`config.mk`:
```
export PLATFORM = sky130hd
export DESIGN_NAME = lcd_pattern_gen_flat
export DESIGN_NICKNAME = d
export VERILOG_FILES = /design/src/rtl/lcd_pkg.sv /design/src/rtl/lcd_pattern_gen_if.sv /design/src/rtl/lcd_box_bounce.sv /design/src/rtl/lcd_pattern_gen.sv /design/src/flat_wrapper.sv
export SDC_FILE = /design/constraint.sdc
export NUM_CORES = 1
export LEC_CHECK = 0
export ABC_AREA = 1
export CAP_MARGIN = 20
export CORE_MARGIN = 2
export CORE_UTILIZATION = 58
export CTS_CLUSTER_DIAMETER = 50
export DETAILED_ROUTE_END_ITERATION = 8
export GPL_TIMING_DRIVEN = 0
export PLACE_DENSITY = 0.87
export SYNTH_ARGS = -nofsm -noshare
export SYNTH_HDL_FRONTEND = slang
export SYNTH_SLANG_ARGS = --single-unit
```
`constraint.sdc`:
```
create_clock -name i_lcd_pclk -period 5.4 [get_ports i_lcd_pclk]
set_clock_uncertainty 0.1 [all_clocks]
set_input_delay 1.35 -clock i_lcd_pclk [delete_from_list [all_inputs] [get_ports i_lcd_pclk]]
set_output_delay 1.35 -clock i_lcd_pclk [all_outputs]
set_load 0.01 [all_outputs]
```
`src/rtl/lcd_pkg.sv`:
```
// Shared definitions for the LCD pixel-source path: panel geometry, pattern ids,
// RGB888 colours, debug view and the per-axis bounce helper.
package lcd_pkg;

  localparam logic [10:0] LCD_H_DISP = 11'd800;
  localparam logic [10:0] LCD_V_DISP = 11'd480;

  typedef logic [2:0] pattern_id_t;
  localparam pattern_id_t PAT_COLORBAR = 3'd0;
  localparam pattern_id_t PAT_GRAY     = 3'd1;
  localparam pattern_id_t PAT_CHECKER  = 3'd2;
  localparam pattern_id_t PAT_GRID     = 3'd3;
  localparam pattern_id_t PAT_BOX      = 3'd4;
  localparam int          PAT_NUM      = 5;

  typedef logic [23:0] rgb_t;
  localparam rgb_t WHITE   = 24'hFFFFFF;
  localparam rgb_t BLACK   = 24'h000000;
  localparam rgb_t RED     = 24'hFF0000;
  localparam rgb_t GREEN   = 24'h00FF00;
  localparam rgb_t BLUE    = 24'h0000FF;
  localparam rgb_t YELLOW  = 24'hFFFF00;
  localparam rgb_t CYAN    = 24'h00FFFF;
  localparam rgb_t MAGENTA = 24'hFF00FF;

  typedef enum logic {
    DIR_POS = 1'b0,
    DIR_NEG = 1'b1
  } dir_e;

  typedef struct packed {
    logic [10:0] pos;
    dir_e        dir;
  } axis_t;

  typedef struct packed {
    logic [10:0] box_x;
    logic [10:0] box_y;
    dir_e        dir_x;
    dir_e        dir_y;
    logic [15:0] frame_cnt;
    logic        next_pending;
  } lcd_dbg_t;

  // Ids past the last pattern fold back to the colour bar, so a corrupted id self-heals.
  function automatic pattern_id_t next_pattern(input pattern_id_t id);
    pattern_id_t nxt;
    if (id >= PAT_BOX) nxt = PAT_COLORBAR;
    else               nxt = id + 3'd1;
    return nxt;
  endfunction

  // One frame of motion on one axis; 12-bit arithmetic keeps pos+step from wrapping.
  function automatic axis_t bounce_axis(input axis_t cur, input logic [11:0] lim,
                                        input logic [11:0] step);
    axis_t       nxt;
    logic [11:0] pos12;
    logic [11:0] sum;
    logic [11:0] diff;
    nxt   = cur;
    pos12 = {1'b0, cur.pos};
    sum   = pos12 + step;
    diff  = pos12 - step;
    if (cur.dir == DIR_POS) begin
      if (sum >= lim) begin
        nxt.pos = lim[10:0];
        nxt.dir = DIR_NEG;
      end else begin
        nxt.pos = sum[10:0];
      end
    end else begin
      if (pos12 <= step) begin
        nxt.pos = 11'd0;
        nxt.dir = DIR_POS;
      end else begin
        nxt.pos = diff[10:0];
      end
    end
    return nxt;
  endfunction

endpackage

```
`src/rtl/lcd_pattern_gen_if.sv`:
```
// Request/response bundle between lcd_driver (master) and the pattern source (slave).
interface lcd_pattern_gen_if;
  import lcd_pkg::*;

  // Request/response: coordinates are valid only in a cycle with i_data_req high;
  // o_pixel_data answers that request exactly one pclk later and is zero otherwise.
  // There is no backpressure: the source always accepts a request.
  logic [10:0] i_pixel_xpos;
  logic [10:0] i_pixel_ypos;
  logic        i_data_req;
  logic        i_auto_en;
  logic        i_next;
  logic [23:0] o_pixel_data;
  logic [2:0]  o_pattern_id;
  lcd_dbg_t    o_dbg;

  modport master (
    output i_pixel_xpos, i_pixel_ypos, i_data_req, i_auto_en, i_next,
    input  o_pixel_data, o_pattern_id, o_dbg
  );

  modport slave (
    input  i_pixel_xpos, i_pixel_ypos, i_data_req, i_auto_en, i_next,
    output o_pixel_data, o_pattern_id, o_dbg
  );

endinterface

```
`src/rtl/lcd_box_bounce.sv`:
```
// Bouncing-box position and direction; advances one step per strobe on each axis.
module lcd_box_bounce
  import lcd_pkg::*;
#(
  parameter logic [10:0] P_H_DISP   = LCD_H_DISP,
  parameter logic [10:0] P_V_DISP   = LCD_V_DISP,
  parameter logic [10:0] P_BOX_SIZE = 11'd64,
  parameter logic [10:0] P_BOX_STEP = 11'd4
) (
  input  logic        clk,
  input  logic        rst,
  input  logic        i_step,
  output logic [10:0] o_box_x,
  output logic [10:0] o_box_y,
  output dir_e        o_dir_x,
  output dir_e        o_dir_y
);

  localparam logic [11:0] X_MAX = {1'b0, P_H_DISP} - {1'b0, P_BOX_SIZE};
  localparam logic [11:0] Y_MAX = {1'b0, P_V_DISP} - {1'b0, P_BOX_SIZE};
  localparam logic [11:0] STEP  = {1'b0, P_BOX_STEP};

  axis_t x_q, x_d;
  axis_t y_q, y_d;

  always_comb begin
    x_d = x_q;
    y_d = y_q;
    if (i_step) begin
      x_d = bounce_axis(x_q, X_MAX, STEP);
      y_d = bounce_axis(y_q, Y_MAX, STEP);
    end
  end

  always_ff @(posedge clk or posedge rst) begin
    if (rst) begin
      x_q <= '{pos: 11'd0, dir: DIR_POS};
      y_q <= '{pos: 11'd0, dir: DIR_POS};
    end else begin
      x_q <= x_d;
      y_q <= y_d;
    end
  end

  assign o_box_x = x_q.pos;
  assign o_box_y = y_q.pos;
  assign o_dir_x = x_q.dir;
  assign o_dir_y = y_q.dir;

endmodule

```
`src/rtl/lcd_pattern_gen.sv`:
```
// Test-pattern pixel source for lcd_driver: five patterns, frame-synchronous
// pattern stepping and box motion, one-pclk registered pixel latency.
module lcd_pattern_gen
  import lcd_pkg::*;
#(
  parameter logic [10:0] P_H_DISP      = LCD_H_DISP,
  parameter logic [10:0] P_V_DISP      = LCD_V_DISP,
  parameter int          P_TILE_LOG2   = 5,
  parameter logic [10:0] P_BOX_SIZE    = 11'd64,
  parameter logic [10:0] P_BOX_STEP    = 11'd4,
  parameter logic [15:0] P_AUTO_FRAMES = 16'd120
) (
  input logic          i_lcd_pclk,
  input logic          i_rst,
  lcd_pattern_gen_if.slave bus
);

  // Bar edges are elaboration-time constants so the bar lookup is pure compares.
  localparam logic [10:0] BAR_W = P_H_DISP / 11'd8;
  localparam logic [10:0] BAR1  = BAR_W;
  localparam logic [10:0] BAR2  = BAR_W * 11'd2;
  localparam logic [10:0] BAR3  = BAR_W * 11'd3;
  localparam logic [10:0] BAR4  = BAR_W * 11'd4;
  localparam logic [10:0] BAR5  = BAR_W * 11'd5;
  localparam logic [10:0] BAR6  = BAR_W * 11'd6;
  localparam logic [10:0] BAR7  = BAR_W * 11'd7;

  rgb_t        pixel_q, pixel_d;
  pattern_id_t pattern_id_q, pattern_id_d;
  logic [15:0] frame_cnt_q, frame_cnt_d;
  logic        next_pending_q, next_pending_d;

  logic        frame_end;
  logic        auto_roll;
  logic        advance;
  logic        box_step;
  logic [10:0] box_x, box_y;
  dir_e        dir_x, dir_y;

  logic [10:0] x, y;
  logic [8:0]  gray_idx;
  logic [7:0]  gray;
  logic [11:0] x12, y12, bx12, by12;
  logic        in_box;
  rgb_t        bar_rgb;
  rgb_t        pat_rgb;

  assign x = bus.i_pixel_xpos;
  assign y = bus.i_pixel_ypos;

  assign frame_end = bus.i_data_req && (x == P_H_DISP - 11'd1) && (y == P_V_DISP - 11'd1);
  assign box_step  = frame_end && (pattern_id_q == PAT_BOX);

  lcd_box_bounce #(
    .P_H_DISP   (P_H_DISP),
    .P_V_DISP   (P_V_DISP),
    .P_BOX_SIZE (P_BOX_SIZE),
    .P_BOX_STEP (P_BOX_STEP)
  ) u_box (
    .clk     (i_lcd_pclk),
    .rst     (i_rst),
    .i_step  (box_step),
    .o_box_x (box_x),
    .o_box_y (box_y),
    .o_dir_x (dir_x),
    .o_dir_y (dir_y)
  );

  always_comb begin
    bar_rgb = BLACK;
    if      (x < BAR1) bar_rgb = WHITE;
    else if (x < BAR2) bar_rgb = YELLOW;
    else if (x < BAR3) bar_rgb = CYAN;
    else if (x < BAR4) bar_rgb = GREEN;
    else if (x < BAR5) bar_rgb = MAGENTA;
    else if (x < BAR6) bar_rgb = RED;
    else if (x < BAR7) bar_rgb = BLUE;
    else               bar_rgb = BLACK;

    gray_idx = x[10:2];
    gray     = (gray_idx > 9'd255) ? 8'hFF : gray_idx[7:0];

    x12    = {1'b0, x};
    y12    = {1'b0, y};
    bx12   = {1'b0, box_x};
    by12   = {1'b0, box_y};
    in_box = (x12 >= bx12) && (x12 < bx12 + {1'b0, P_BOX_SIZE}) &&
             (y12 >= by12) && (y12 < by12 + {1'b0, P_BOX_SIZE});

    case (pattern_id_q)
      PAT_GRAY:    pat_rgb = {gray, gray, gray};
      PAT_CHECKER: pat_rgb = (x[P_TILE_LOG2] ^ y[P_TILE_LOG2]) ? WHITE : BLACK;
      PAT_GRID:    pat_rgb = ((x[P_TILE_LOG2-1:0] == '0) || (y[P_TILE_LOG2-1:0] == '0) ||
                              (x == P_H_DISP - 11'd1) || (y == P_V_DISP - 11'd1)) ? WHITE : BLACK;
      PAT_BOX:     pat_rgb = in_box ? RED : BLUE;
      default:     pat_rgb = bar_rgb;
    endcase
  end

  // Control state only moves at frame_end, so the last pixel of a frame still uses the old state.
  always_comb begin
    pixel_d        = bus.i_data_req ? pat_rgb : BLACK;
    auto_roll      = bus.i_auto_en && frame_end && (frame_cnt_q == P_AUTO_FRAMES - 16'd1);
    advance        = frame_end && (auto_roll || next_pending_q || bus.i_next);
    next_pending_d = next_pending_q | bus.i_next;
    frame_cnt_d    = frame_cnt_q;
    pattern_id_d   = pattern_id_q;

    if (!bus.i_auto_en)  frame_cnt_d = 16'd0;
    else if (auto_roll)  frame_cnt_d = 16'd0;
    else if (frame_end)  frame_cnt_d = frame_cnt_q + 16'd1;

    if (frame_end) next_pending_d = 1'b0;
    if (advance)   pattern_id_d   = next_pattern(pattern_id_q);
  end

  always_ff @(posedge i_lcd_pclk or posedge i_rst) begin
    if (i_rst) begin
      pixel_q        <= BLACK;
      pattern_id_q   <= PAT_COLORBAR;
      frame_cnt_q    <= 16'd0;
      next_pending_q <= 1'b0;
    end else begin
      pixel_q        <= pixel_d;
      pattern_id_q   <= pattern_id_d;
      frame_cnt_q    <= frame_cnt_d;
      next_pending_q <= next_pending_d;
    end
  end

  assign bus.o_pixel_data = pixel_q;
  assign bus.o_pattern_id = pattern_id_q;
  assign bus.o_dbg        = '{box_x:        box_x,
                              box_y:        box_y,
                              dir_x:        dir_x,
                              dir_y:        dir_y,
                              frame_cnt:    frame_cnt_q,
                              next_pending: next_pending_q};

endmodule

```
`src/flat_wrapper.sv`:
```
// flat-port wrapper written by rule: the top's interface ports become plain ports
module lcd_pattern_gen_flat import lcd_pkg::*;
#(
  parameter logic [10:0] P_H_DISP      = LCD_H_DISP,
  parameter logic [10:0] P_V_DISP      = LCD_V_DISP,
  parameter int          P_TILE_LOG2   = 5,
  parameter logic [10:0] P_BOX_SIZE    = 11'd64,
  parameter logic [10:0] P_BOX_STEP    = 11'd4,
  parameter logic [15:0] P_AUTO_FRAMES = 16'd120
)
  (i_lcd_pclk, i_rst, bus_i_pixel_xpos, bus_i_pixel_ypos, bus_i_data_req, bus_i_auto_en, bus_i_next, bus_o_pixel_data, bus_o_pattern_id, bus_o_dbg);
  lcd_pattern_gen_if bus_i ();
  input logic i_lcd_pclk;
  input logic i_rst;
  input wire logic [$bits(bus_i.i_pixel_xpos)-1:0] bus_i_pixel_xpos;
  input wire logic [$bits(bus_i.i_pixel_ypos)-1:0] bus_i_pixel_ypos;
  input wire logic [$bits(bus_i.i_data_req)-1:0] bus_i_data_req;
  input wire logic [$bits(bus_i.i_auto_en)-1:0] bus_i_auto_en;
  input wire logic [$bits(bus_i.i_next)-1:0] bus_i_next;
  output wire logic [$bits(bus_i.o_pixel_data)-1:0] bus_o_pixel_data;
  output wire logic [$bits(bus_i.o_pattern_id)-1:0] bus_o_pattern_id;
  output wire logic [$bits(bus_i.o_dbg)-1:0] bus_o_dbg;
  assign bus_i.i_pixel_xpos = bus_i_pixel_xpos;
  assign bus_i.i_pixel_ypos = bus_i_pixel_ypos;
  assign bus_i.i_data_req = bus_i_data_req;
  assign bus_i.i_auto_en = bus_i_auto_en;
  assign bus_i.i_next = bus_i_next;
  assign bus_o_pixel_data = bus_i.o_pixel_data;
  assign bus_o_pattern_id = bus_i.o_pattern_id;
  assign bus_o_dbg = bus_i.o_dbg;
  lcd_pattern_gen #(.P_H_DISP(P_H_DISP), .P_V_DISP(P_V_DISP), .P_TILE_LOG2(P_TILE_LOG2), .P_BOX_SIZE(P_BOX_SIZE), .P_BOX_STEP(P_BOX_STEP), .P_AUTO_FRAMES(P_AUTO_FRAMES)) u_core (.i_lcd_pclk(i_lcd_pclk), .i_rst(i_rst), .bus(bus_i));
endmodule
```
# Word-level counts from Yosys, hierarchy flattened
# Cells that the tools add are included.
# classes
multipliers	0
addsub	8
n_lt_le_gt_ge	17
div_mod_pow	0
n_bitwise	2
eq_ne	8
mux	28
n_shift	0
reduce_logical	16
# op_table
cell	n
two-way mux 24 bit	10
one-hot mux 24 bit (4 select lines)	1
two-way mux 16 bit	3
two-way mux 11 bit	4
less-than comparator 11 x 9 -> 1 bit (second input constant)	3
adder 11 x 3 -> 12 bit (second input constant)	2
adder 11 x 7 -> 12 bit (second input constant)	2
less-than comparator 11 x 12 -> 1 bit	2
two-way mux 12 bit	2
>= comparator 11 bit	2
less-or-equal comparator 11 x 3 -> 1 bit (second input constant)	2
less-than comparator 11 x 10 -> 1 bit (second input constant)	2
subtractor 11 x 3 -> 11 bit (second input constant)	2
adder 16 x 1 -> 16 bit (second input constant)	1
== test 16 x 7 -> 1 bit (second input constant)	1
two-way mux 8 bit	2
>= comparator 12 x 10 -> 1 bit (second input constant)	1
>= comparator 12 x 9 -> 1 bit (second input constant)	1
== test 11 x 10 -> 1 bit (second input constant)	1
== test 11 x 9 -> 1 bit (second input constant)	1
less-than comparator 11 x 7 -> 1 bit (second input constant)	1
less-than comparator 11 x 8 -> 1 bit (second input constant)	1
zero test 5 bit	2
greater-than comparator 9 x 8 -> 1 bit (second input constant)	1
12 further kinds	29
# word_totals
mem_count	0
reg_bits	68
inputBits	27
ram_bits	0
word_cells	87
latchBits	0
out_inout_bits	68
romBits	0

# Depth between registers and ports, before layout
# Gate-level depths: netlist of the first run.
# depth
depth_word	10
mapped_depth	15
ltp_nobuf	14

# Cells and area by module
# Synthesis of the first run repeated with hierarchy kept, for this count alone.
# hier_totals
hier_cells	813
area_unflattened_um2	5545.3
# modules_own_cells
module	seq_area_each_um2	instances	area_per_inst_um2	cells_per_inst
lcd_pattern_gen	1101.1	1	3712.3	534
lcd_box_bounce	500.5	1	1833.0	279

# Worst setup path after synthesis of the first run
# No wires, ideal clock.
# synth_path
kind	input to register
startpoint	input bus_i_pixel_ypos[2]
endpoint	register u_core.pixel_q[0] (netlist: u_core.bus.o_pixel_data[0])
required_ns	5.170
t_arrival_ns	2.518
setup_time_ns	0.130
slack_ns	2.652
cell_stages	8
n_path_buf	0
cell_sequence	ha_1 or2_2 a21oi_1 nor2_1 nor2_2 nand4_1 nand2_1 a21oi_1
# synth_between
elab_chain_cells	7
elab_cells_between_ends	13
cone_classes	order compare: 2; eq/ne: 1; mux: 4; reduce/logical: 6
# synth_rtl
element	line	source
from (decl)	flat_wrapper.sv:16	input wire logic [$bits(bus_i.i_pixel_ypos)-1:0] bus_i_pixel_ypos;
branches (longest 5 deep; another with >= comparator 11 bit)	n/a	
one-hot mux 24 bit (4 select lines) *	lcd_pattern_gen.sv:90	case (pattern_id_q)
two-way mux 24 bit *	lcd_pattern_gen.sv:102	pixel_d = bus.i_data_req ? pat_rgb : BLACK;
net u_core.pixel_d[0]	lcd_pattern_gen.sv:28	rgb_t pixel_q, pixel_d;
to (signal assigned)	lcd_pattern_gen.sv:124	pixel_q <= pixel_d;
to (decl)	lcd_pattern_gen.sv:28	
# Mark *: on every way through the listed nets, which the timed path passes.
# A chain may end at the register's enable or synchronous reset.

# Final worst setup path of the first run
# Same ends and word-level chain as after synthesis.

==> results.json, run 1 <==
{
  "outcome": "completed",
  "firstDrtPassIters": 5,
  "post_cts_buffers": 0,
  "die-area_um2": 9700,
  "globalplace.congestion": 0.971,
  "grt.overflow.total": 0,
  "core-area_um2": 8680,
  "fp.dieW_um": 98.5,
  "cts_resized": 0,
  "htree_levels": 3,
  "wl_um": 13700,
  "power.density_nw_per_um2": 175,
  "place_ws_ns": 1.75,
  "grt_pass1_vias": 4905,
  "path_class": "in2reg",
  "nFillCells": 678,
  "crit_chain": "clkdlybuf4s50_1, ha_1, or2_2, a21oi_1, nor2_1, nor2_2, nand4_1, nand2_1, a21oi_1",
  "ctsHoldBuffers": 0,
  "p_switching_mw": 0.308,
  "hpwl_um": 10500,
  "antenna_found_initial": 0,
  "dr_total_vias": 5065,
  "io_pins": 95,
  "power.share.clock_pct": 42.9,
  "synth-main-ff-cell": "dfrtp_1",
  "post-route-period-util_pct": 61.8,
  "cp_max_fo": 8,
  "cts_root_buf": "clkbuf_8",
  "fmax_ghz": 0.300,
  "crit_family": "simple AND/OR/NAND/NOR gates",
  "hp-class": "reg2reg",
  "power_mw": 1.13,
  "first_iter_violations": 275,
  "nNetsFinal": 871,
  "drive_gt1_share_pct": 10.8,
  "cp_slowest_stage_delay_ns": 0.58,
  "comb_power_share_pct": 13.3,
  "start_util_pct": 59.7,
  "cap_violations": 0,
  "avgSynthCellArea_um2": 7.44,
  "yosysSeqAreaShare_pct": 30.9,
  "cpMaxStageDelayCell": "clkdlybuf4s50_1",
  "cts_tree": "built",
  "arrival_ns": 3.46,
  "hold_slack_ns": 0.444,
  "yosys.area.top_type_share_pct": 30.9,
  "start_kind": "primary input",
  "final_core_util_pct": 74.5,
  "ant_nets": 0,
  "hold_viol_final": 0,
  "num_antenna_cells": 0,
  "syn2layout_area_growth_pct": 24.8,
  "seq_power_share_pct": 43.8,
  "switching_share_pct": 27.2,
  "yosys.area.top_type": "dfrtp_1",
  "syn_inst": 696,
  "timing.critical_path.mode_cell": "a21oi_1",
  "grt_max_degree": 45,
  "yosysUniqueCellTypes": 47,
  "drt-wirelength-per-cell_um": 15.0,
  "fin_ws_ns": 2.06,
  "grtUsageTotal_pct": 28.7,
  "finalMaxSlewViolations": 0,
  "ys_seq_elements": 64,
  "die_y_um": 98.5,
  "crit_buf_inv": 1,
  "port_buffers": 89,
  "clock-sinks": 64,
  "cts_max_path_buffers": 2,
  "p_leak_nw": 3.16,
  "cp-end-kind": "register",
  "ir_worst_vdd_mv": 0.158,
  "placementRows": 34,
  "tightest_slew_ns": 0.529,
  "drc": 0,
  "synth_warnings": 0,
  "synthesis.area_um2": 5180,
  "min_period_ns": 3.34,
  "postSynth.asyncResetShare_pct": 100,
  "vias_per_cell": 5.55,
  "slew_headroom_pct": 64.5,
  "required_ns": 5.52,
  "setup_viol": 0,
  "power.internal_mw": 0.824,
  "rsz0062_at_grt": "no",
  "clock_latency_ns": 0.35,
  "grt_pass1_wl_um": 22900,
  "synth_area_leaders": "dfrtp_1 (31%), ha_1 (11%), nand2_1 (10%), nor2_1 (6.5%), inv_1 (5.5%)",
  "tns_ns": 0,
  "numCtsBuffers": 9,
  "clk_pin_slew_worst_paths_ns": 0.08,
  "synth_edf_count": 0
}
-- final cells by class --
class,count,area (um^2),area share (%)
plain buffers,20,139,2.15
multi-input cells,531,3140,48.5
flip-flops and latches,64,1600,24.8
inverters,84,315,4.88
well taps,108,135,2.09
clock inverters,7,105,1.63
repair buffers,90,911,14.1
clock buffers,9,124,1.92
-- power groups by stage --
stage / sequential [mW] / combinational, mW / clock, mW
after floorplan: 0.511 / 0.0676 / 0
after global placement: 0.505 / 0.141 / 0
after detailed placement: 0.505 / 0.148 / 0
after CTS: 0.496 / 0.150 / 0.492
after global routing: 0.497 / 0.165 / 0.517
final: 0.495 / 0.150 / 0.486
-- cells in the mapped netlist, types with 4 or more instances --
cell       n
xnor2_1    4
nand4_1   23
nand2_2    4
a21oi_2    5
o21ai_2    4
o21ai_0   30
nand3_1   39
ha_1      44
a21oi_1   46
dfrtp_1   64
xor2_1    32
nor2_1    90
buf_4     11
nor3_1     9
buf_2      5
o22ai_2    8
inv_2      7
nand2_1  144
inv_1     76
-- state kept, by name, summed over array words and instances, names as in the netlist --
register / flops
u_core.frame_cnt_q: 16
u_core.bus.o_pixel_data: 24
u_core.u_box.o_box_x: 9
u_core.u_box.o_dir_y: 1
u_core.u_box.o_dir_x: 1
u_core.bus.o_pattern_id: 3
u_core.u_box.o_box_y: 9
u_core.next_pending_q: 1
-- worst register-to-register path: stages (launching register included) --
cell	delay (ns)
dfrtp_1	0.43
buf_2	0.23
inv_1	0.12
ha_1	0.30
inv_1	0.04
ha_1	0.30
inv_1	0.07
nor2_1	0.04
a21oi_1	0.13
nand2_1	0.09
nand2_1	0.06
nand2_1	0.07
a21oi_1	0.16
nand4_2	0.25
a21oi_1	0.23
-- placed cells by master, fill, tap and decap left out, types with 4 or more instances in the layout --
cell type / instances
buf_2: 5
inv_1: 75
o21ai_0: 30
xnor2_1: 4
ha_1: 44
inv_2: 8
nor3_1: 9
buf_4: 11
nand4_1: 23
o21ai_2: 4
xor2_1: 32
nor2_1: 90
nand3_1: 39
clkdlybuf4s50_1: 89
conb_1: 4
o22ai_2: 8
a21oi_1: 46
nand2_2: 4
nand2_1: 144
dfrtp_1: 64
a21oi_2: 5
clkbuf_8: 9
-- final timing paths --
kind	startpoint	endpoint	slack, ns	cells past startpoint
setup / recovery	bus_i_pixel_ypos[2]	u_core.bus.o_pixel_data[0]	2.06	9
setup reg to reg	u_core.u_box.o_box_x[6]	u_core.bus.o_pixel_data[20]	2.70	14
hold / removal	u_core.frame_cnt_q[0]	u_core.frame_cnt_q[0]	0.44	1
max in group asynchronous	i_rst	u_core.bus.o_pixel_data[1]	3.36	3
min in group asynchronous	i_rst	u_core.u_box.o_box_y[10]	1.25	2
hold reg to reg	u_core.frame_cnt_q[0]	u_core.frame_cnt_q[0]	0.44	1
-- metal layers --
metal | track usage (%) | vias up | part of all wire, %
li1 | - | 2493 | -
met4 | 7.59 | 0 | 1.4
met3 | 5.46 | 21 | 6.3
met2 | 48.9 | 190 | 49
met5 | 0 | - | 0
met1 | 37.8 | 2361 | 43
-- cell families after synthesis --
logic type / count (synthesis) / share of synthesized area (%)
adder cells (fa/ha/maj): 44 / 10.6
other: 1 / 0.0724
AND/OR/NAND/NOR: 336 / 30.4
flip-flops: 64 / 30.9
AO/OA/AOI/OAI: 111 / 13.2
XOR/XNOR: 36 / 6.09
buffers and inverters: 104 / 8.77
-- through the flow --
step                      cells  area [um^2]
after floorplan             699         5190
after global placement      896         6220
after detailed placement    897         6240
after CTS                   913         6470
after global routing        913         6470
final                       913         6470
(Power assumes the default switching activity.)
==> inputs of run 2 (changes only) <==
CORE_UTILIZATION = 54   (was 58)
PLACE_DENSITY = 0.82   (was 0.87)
clock period = 3.5 ns   (was 5.4 ns; I/O delays follow)
==> run 2 against run 1 <==
  * First-iteration DRC count down 29%
  * Utilization decreased by 4.9 points
  * Global-route usage fell by 1.3 points
  * Worst setup slack got worse by 1.5 ns
  * Sequential power rose by 54%
  * Critical path depth is 2 higher
  * Non-clock buffer count is the same
  * Die area increased by 7.1%
  * Routed wire length rose by 0.24%
  * Critical path type unchanged
  * Largest power group unchanged
==> results.json, run 2 (same netlist as run 1, synthesis figures left out) <==
{
  "die_y_um": 102,
  "vias_per_cell": 5.43,
  "clk_pin_slew_worst_paths_ns": 0.08,
  "numCtsBuffers": 9,
  "cpMaxStageDelayCell": "clkdlybuf4s50_1",
  "hold_viol_final": 0,
  "hp-class": "reg2reg",
  "grt_pass1_wl_um": 22800,
  "grt.overflow.total": 0,
  "min_period_ns": 2.92,
  "tightest_slew_ns": 0.537,
  "largest_reg_flops": 24,
  "cts_root_buf": "clkbuf_8",
  "crit_buf_inv": 2,
  "power.density_nw_per_um2": 259,
  "rsz0062_at_grt": "no",
  "finalMaxSlewViolations": 0,
  "arrival_ns": 3.09,
  "cts_max_path_buffers": 2,
  "die-area_um2": 10400,
  "required_ns": 3.67,
  "num_antenna_cells": 0,
  "slew_headroom_pct": 64.1,
  "globalplace.congestion": 0.951,
  "nNetsFinal": 871,
  "finalNonFillerCells": 934,
  "grt_pass1_vias": 4752,
  "post-route-period-util_pct": 83.4,
  "crit_chain": "clkdlybuf4s50_1, ha_1, inv_1, nor2_1, a21oi_1, nand2_1, nand2_1, nand2_1, a21oi_1, nand4_2, a21oi_1",
  "ir_worst_vdd_mv": 0.178,
  "cp_slowest_stage_delay_ns": 0.71,
  "hpwl_um": 10600,
  "drive_gt1_share_pct": 10.8,
  "drc": 0,
  "drt-wirelength-per-cell_um": 14.7,
  "io_pins": 95,
  "ant_nets": 0,
  "cp_max_fo": 9,
  "final_core_util_pct": 69.6,
  "ctsHoldBuffers": 0,
  "wl_um": 13700,
  "fp.dieW_um": 102,
  "final_common_cell": "nand2_1",
  "dr_total_vias": 5076,
  "htree_levels": 3,
  "grtUsageTotal_pct": 27.4,
  "clock-sinks": 64,
  "final_cell_mix": "nand2_1 (144), nor2_1 (90), clkdlybuf4s50_1 (89)",
  "cap_violations": 0,
  "core-area_um2": 9280,
  "cts_tree": "built",
  "firstDrtPassIters": 5,
  "p_leak_nw": 3.13,
  "path_class": "in2reg",
  "outcome": "completed",
  "syn2layout_area_growth_pct": 24.8,
  "power_mw": 1.68,
  "fmax_ghz": 0.342,
  "start_util_pct": 55.8,
  "clock_latency_ns": 0.35,
  "crit_family": "buffers and inverters",
  "grt_max_degree": 45,
  "antenna_found_initial": 0,
  "placementRows": 35,
  "cts_resized": 0,
  "dp.cells": 918,
  "port_buffers": 89,
  "setup_viol": 0,
  "first_iter_violations": 196,
  "post_cts_buffers": 0,
  "cp-end-kind": "register",
  "start_kind": "primary input"
}
run 2: area by class of cell:
cell class                      instances  area, um^2
Buffer                                 20         139
Clock buffer                            9         124
Clock inverter                          7        77.6
Fill cell                             812        2820
Inverter                               84         315
Multi-Input combinational cell        531        3140
Sequential cell                        64        1600
Tap cell                              129         161
Timing Repair Buffer                   90         911
run 2: final timing paths:
| path | cells after the start | slack, ns | end | from |
|---|---|---|---|---|
| max reg2reg | 14 | 0.76 | u_core.bus.o_pixel_data[23] | u_core.u_box.o_box_x[6] |
| max in group asynchronous | 3 | 1.94 | u_core.bus.o_pixel_data[0] | i_rst |
| min reg2reg | 2 | 0.44 | u_core.next_pending_q | u_core.next_pending_q |
| min | 2 | 0.44 | u_core.next_pending_q | u_core.next_pending_q |
| max | 11 | 0.58 | u_core.bus.o_pixel_data[23] | bus_i_pixel_xpos[7] |
| min in group asynchronous | 2 | 0.76 | u_core.u_box.o_box_y[9] | i_rst |
run 2: where the power goes:
part / switching (mW) / leakage (nW) / internal (mW)
logic: 0.127 / 2.21 / 0.103
clock network: 0.348 / 0.0885 / 0.334
registers: 0.00572 / 0.835 / 0.758
total: 0.481 / 3.13 / 1.19
run 2: worst min-delay path: stages, from the launching register on:
cell     delay [ns]
dfrtp_1        0.36
nor2_1         0.06
nor2_1         0.08
run 2: layer usage:
layer	vias up	track usage [%]	share of wire, %	wire [um]
met2	140	45.2	49	6650
met5	-	0	0	0
li1	2494	-	-	-
met1	2432	38.7	46	6230
met4	0	6.36	0.75	102
met3	10	3.28	5.2	706
run 2: stage by stage:
step	area, um^2	setup TNS (ns)	worst slack, ns	hold WS [ns]
floorplan	5190	0	0.927	0.387
global placement	6240	-10.58	-0.173	0.416
detailed placement	6260	0	0.243	0.422
CTS	6460	0	0.600	0.437
global route	6460	0	0.379	0.484
finish	6460	0	0.580	0.436
==> inputs of run 3 (changes only) <==
clock period = 3.1 ns   (was 3.5 ns; I/O delays follow)
==> results of run 3 <==
Same layout as run 2 (identical final DEF). Status: completed.
Among the figures that moved: setup slack after placement 0.243 ns -> -0.0574 ns; setup slack after layout 0.580 ns -> 0.280 ns; register-to-register setup slack 0.76 ns -> 0.36 ns; total power 1.68 mW -> 1.89 mW; worst IR drop on VDD 0.178 mV -> 0.200 mV
